<file path="src/rtl/prime_buf.sv">
// prime_buf: requests primes from a generator one at a time and
// buffers them in a small first-word-fall-through FIFO.
module prime_buf #(
    parameter int WIDTH_LOG = 4,
    parameter int DEPTH_LOG = 2
) (
    input  logic                        clk,
    input  logic                        rst,
    input  logic                        en,
    output logic                        pg_go,
    input  logic                        pg_ready,
    input  logic                        pg_error,
    input  logic [(1<<WIDTH_LOG)-1:0]   pg_res,
    output logic                        out_valid,
    input  logic                        out_ready,
    output logic [(1<<WIDTH_LOG)-1:0]   out_data,
    output logic [DEPTH_LOG:0]          count,
    output logic                        full,
    output logic                        error,
    output logic [(1<<WIDTH_LOG)-1:0]   nprimes
);

    localparam int WIDTH = 1 << WIDTH_LOG;
    localparam int DEPTH = 1 << DEPTH_LOG;

    localparam logic [DEPTH_LOG:0]   DEPTH_C = DEPTH[DEPTH_LOG:0];
    localparam logic [DEPTH_LOG:0]   CNT_ONE = {{DEPTH_LOG{1'b0}}, 1'b1};
    localparam logic [DEPTH_LOG-1:0] PTR_ONE = {{(DEPTH_LOG-1){1'b0}}, 1'b1};
    localparam logic [WIDTH-1:0]     NP_ONE  = {{(WIDTH-1){1'b0}}, 1'b1};

    typedef enum logic [1:0] {
        S_IDLE,
        S_REQ,
        S_WAIT,
        S_ERR
    } state_e;

    state_e               state_q, state_d;
    logic                 first_q, first_d;
    logic                 go_q;
    logic                 err_q, err_d;
    logic [WIDTH-1:0]     mem_q [DEPTH];
    logic [DEPTH_LOG-1:0] rptr_q, wptr_q;
    logic [DEPTH_LOG:0]   cnt_q, cnt_d;
    logic [WIDTH-1:0]     np_q;
    logic                 push;
    logic                 pop;

    assign pop       = out_valid && out_ready;
    assign out_valid = (cnt_q != '0);
    assign out_data  = mem_q[rptr_q];
    assign count     = cnt_q;
    assign full      = (cnt_q == DEPTH_C);
    assign error     = err_q;
    assign nprimes   = np_q;
    assign pg_go     = go_q;

    // Controller next state; a slot is reserved when leaving IDLE.
    always_comb begin
        state_d = state_q;
        first_d = 1'b0;
        err_d   = err_q;
        push    = 1'b0;
        case (state_q)
            S_IDLE: begin
                if (en && pg_ready && (cnt_q < DEPTH_C)) begin
                    state_d = S_REQ;
                end
            end
            S_REQ: begin
                state_d = S_WAIT;
                first_d = 1'b1;
            end
            S_WAIT: begin
                // Generator ready is stale for one cycle after go.
                if (!first_q && pg_ready) begin
                    if (pg_error) begin
                        state_d = S_ERR;
                        err_d   = 1'b1;
                    end else begin
                        push    = 1'b1;
                        state_d = S_IDLE;
                    end
                end
            end
            S_ERR: begin
                state_d = S_ERR;
            end
            default: begin
                state_d = S_IDLE;
            end
        endcase
    end

    // Occupancy follows push/pop; a simultaneous pair cancels.
    always_comb begin
        cnt_d = cnt_q;
        if (push && !pop) begin
            cnt_d = cnt_q + CNT_ONE;
        end else if (!push && pop) begin
            cnt_d = cnt_q - CNT_ONE;
        end
    end

    // Control, pointer and counter registers.
    always_ff @(posedge clk or negedge rst) begin
        if (!rst) begin
            state_q <= S_IDLE;
            first_q <= 1'b0;
            go_q    <= 1'b0;
            err_q   <= 1'b0;
            rptr_q  <= '0;
            wptr_q  <= '0;
            cnt_q   <= '0;
            np_q    <= '0;
        end else begin
            state_q <= state_d;
            first_q <= first_d;
            go_q    <= (state_d == S_REQ);
            err_q   <= err_d;
            cnt_q   <= cnt_d;
            if (push) begin
                wptr_q <= wptr_q + PTR_ONE;
                if (np_q != '1) begin
                    np_q <= np_q + NP_ONE;
                end
            end
            if (pop) begin
                rptr_q <= rptr_q + PTR_ONE;
            end
        end
    end

    // FIFO storage, intentionally left without reset.
    always_ff @(posedge clk) begin
        if (push) begin
            mem_q[wptr_q] <= pg_res;
        end
    end

endmodule

</file>
<file path="config.mk">
export PLATFORM = sky130hd
export DESIGN_NAME = prime_buf
export DESIGN_NICKNAME = d
export VERILOG_FILES = /design/src/rtl/prime_buf.sv
export SDC_FILE = /design/constraint.sdc
export NUM_CORES = 1
export LEC_CHECK = 0
export CAP_MARGIN = 15
export CELL_PAD_IN_SITES_DETAIL_PLACEMENT = 0
export CELL_PAD_IN_SITES_GLOBAL_PLACEMENT = 2
export CORE_AREA = 8 8 93 137
export CTS_BUF_LIST = sky130_fd_sc_hd__clkbuf_8
export DETAILED_ROUTE_END_ITERATION = 8
export DIE_AREA = 0 0 101 145
export HOLD_SLACK_MARGIN = 0.08
export PLACE_DENSITY = 0.75
export SLEW_MARGIN = 0
export SYNTH_ARGS = -nofsm -noshare
export SYNTH_HDL_FRONTEND = slang
export SYNTH_SLANG_ARGS = --single-unit
</file>
<file path="constraint.sdc">
create_clock -name clk -period 2.06 [get_ports clk]
set_input_delay 0.309 -clock clk [delete_from_list [all_inputs] [get_ports clk]]
set_output_delay 0.309 -clock clk [all_outputs]
set_load 0.01 [all_outputs]
</file>
==> flow_summary.json <==
{
  "r2r_setup_slack_ns": 0.06,
  "critPathCapture": "out_data[14]",
  "critical-path-top-delay-family": "multiplexers",
  "nFillCells": 999,
  "ios": 61,
  "clk_latency_ns": 0.35,
  "hold_viol": 0,
  "fin_worst_skew_ns": 0.00671,
  "syn_area_per_cell_um2": 17.9,
  "wl_per_cell_um": 17.4,
  "crit_path_frequent_cell": "buf_6",
  "num_vias": 2087,
  "coreArea_um2": 10800,
  "reg2reg_to": "count[2]$_DFFE_PN0P_",
  "slew_viol_final": 0,
  "ys_warn_count": 0,
  "synth_top_area_cell": "edfxtp_1",
  "crit_chain": "clkbuf_16 -> buf_6 -> mux4_2 -> buf_6",
  "rsz0062_at_grt": "true",
  "post-route-min-period_ns": 2.04,
  "netlist_top_cells_area": "edfxtp_1 (51%), dfrtp_1 (19%), mux4_2 (9.6%), xor2_1 (2.8%), ha_1 (2.0%)",
  "yosysUniqueCellTypes": 38,
  "place_inst": 430,
  "initial_utilization_pct": 34.8,
  "crit_fanout": 7,
  "worst_ir_drop_vdd_mv": 0.404,
  "cp.depth": 4,
  "remaining_drc_errors": 0,
  "leakagePower_nw": 1.86,
  "ant_nets": 0,
  "grtUsageTotal_pct": 11.0,
  "clock_path_buffers": 2,
  "clock_sinks": 92,
  "final_area_um2": 4900,
  "grt_pass1_vias": 2274,
  "antenna_found_initial": 0,
  "grt_max_degree": 29,
  "fin_tns_setup_ns": 0,
  "viasPerCell": 4.66,
  "slew_headroom_pct": 67.1,
  "powerDensity_nw_per_um2": 1110,
  "maxCapViolations": 0,
  "syn_inst": 210,
  "crit_slowest_cell": "mux4_2",
  "criticalPathCategory": "flop to output pin",
  "die_x_um": 101,
  "clkTransAtPathRegs_ns": 0.08,
  "synth_nets": 239,
  "post-route-period-util_pct": 99.0,
  "cts-root-buf": "clkbuf_8",
  "rows": 47,
  "tightest_slew_ns": 0.490,
  "routed_wl_um": 7790,
  "drtIter0Drc": 78,
  "grt_first_pass_wirelength_um": 12100,
  "fin_cells": 448,
  "nets": 325,
  "startpoint_type": "flop",
  "status": "complete, no violations",
  "die_h_um": 145,
  "ff2ff_path_depth": 8,
  "drive_above_1_share_pct": 28.9,
  "cts_tree": "yes",
  "worst_setup_path_end_kind": "output pin",
  "yosysMostFrequentCell": "edfxtp_1",
  "ctsHtreeMaxLevel": 3,
  "synthTopCellsByCount": "edfxtp_1 (64), dfrtp_1 (28), mux4_2 (16)",
  "design.die.area_um2": 14600,
  "diodes": 0,
  "syn2layout_area_growth_pct": 30.1,
  "synth-seq-cells": 92,
  "cpPeakStageDelay_ns": 0.49,
  "cts-buffers-inserted": 9,
  "synth_top_area_share_pct": 51.1,
  "port_buffers": 60,
  "overflow": 0,
  "hold_slack_ns": 0.334,
  "cp.arrival_ns": 1.73,
  "setup_viol": 0,
  "max_freq_ghz": 0.490,
  "drt_first_pass_iters": 4,
  "synth-edff-count": 64,
  "cp-startpoint": "rptr_q[0]$_DFFE_PN0P_",
  "min_path_type": "input pin to async pin",
  "place_congestion": 0.766,
  "dpl.hpwl_um": 5340,
  "synth_area_um2": 3760,
  "async_flop_share_pct": 30.4,
  "rr_startpoint": "count[0]$_DFFE_PN0P_",
  "dpl-instance-area_um2": 4740,
  "required_ns": 1.75,
  "ys_seq_area_share_pct": 69.7,
  "crit_buf_inv": 3,
  "synth_ff_type": "edfxtp_1"
}
through the flow:
step	setup WS (ns)	power (W)	utilization [%]
after global routing	-0.0475	0.00574	45.3
after global placement	-0.181	0.00443	43.8
after detailed placement	-0.245	0.00446	43.8
after CTS	-0.00638	0.00556	45.4
final	0.0200	0.00544	45.3
after floorplan	0.0172	0.00341	-
state kept, by name (all words and copies together) (netlist names):
register	flops
nprimes	16
wptr_q	2
state_q	2
error	1
rptr_q	2
count	3
mem_q	64
first_q	1
pg_go	1
cell usage in the layout, fill, tap and decap left out, types with 3 or more instances in the layout:
cell type         n
nor4_2            3
clkbuf_2          4
clkbuf_8          9
nor2_1            5
edfxtp_1         64
dfrtp_1          27
xor2_1           12
mux4_2           16
buf_12            6
buf_6             3
nand4_2           3
nand3_1           5
buf_2            10
nor3_1            6
buf_4            11
nand2_1          11
and3_1            5
clkinv_1          4
clkdlybuf4s50_1  44
mux2_2            4
ha_1              5
inv_1             4
xnor2_1           4
area by class of cell:
| cell class | count | area (um2) | area share (%) |
|---|---|---|---|
| clock buffer | 9 | 124 | 2.53 |
| clock inverter | 7 | 57.6 | 1.18 |
| inverter | 5 | 18.8 | 0.383 |
| multi-input combinational | 108 | 1110 | 22.6 |
| sequential | 92 | 2620 | 53.6 |
| tap | 147 | 184 | 3.76 |
| timing repair buffer | 80 | 783 | 16.0 |
where the power goes:
| part | switching (W) | leakage (nW) | internal, W |
|---|---|---|---|
| Sequential | 0.000170 | 0.934 | 0.00222 |
| Combinational | 0.000832 | 0.833 | 0.00107 |
| Clock | 0.000598 | 0.0892 | 0.000542 |
| Total | 0.00160 | 1.86 | 0.00384 |
kinds of logic (layout without fill, tap and decap cells):
logic type      Yosys count  count (layout)  share of synthesized area, %
compound gates            6               6                          1.13
xor+xnor                 16              16                          3.72
fa+ha+maj                 7               7                          2.53
buf+inv                  10             101                          1.20
flops                    92              92                          69.7
mux                      23              23                          11.8
simple gates             56              56                          9.97
how the worst min path moves through the flow:
stage                     depth (start not counted)              start                      end
after global routing                              2                rst   nprimes[3]$_DFFE_PN0P_
after global placement                            1  error$_DFFE_PN0P_        error$_DFFE_PN0P_
after CTS                                         2                rst          pg_go$_DFF_PN0_
after floorplan                                   0                rst     count[0]$_DFFE_PN0P_
final                                             2                rst  nprimes[12]$_DFFE_PN0P_
after detailed placement                          1  error$_DFFE_PN0P_        error$_DFFE_PN0P_
layer usage:
metal  vias to the layer above  wire, um  global-route usage, %
met2                        52      4080                   19.1
met3                         9       416                   3.07
li1                        983         -                      -
met1                      1043      3160                   11.9
met4                         0       128                   5.39
met5                         -         0                      0
timing repair:
action / CTS / global route
setup endpoints to repair: 16 / 9
pin swaps: 0 / 1
buffers inserted: 1 / 0
resized for setup: 56 / 12
cloned: 1 / 0
hold buffers: 0 / 0
Power figures use the tool's default switching activity.
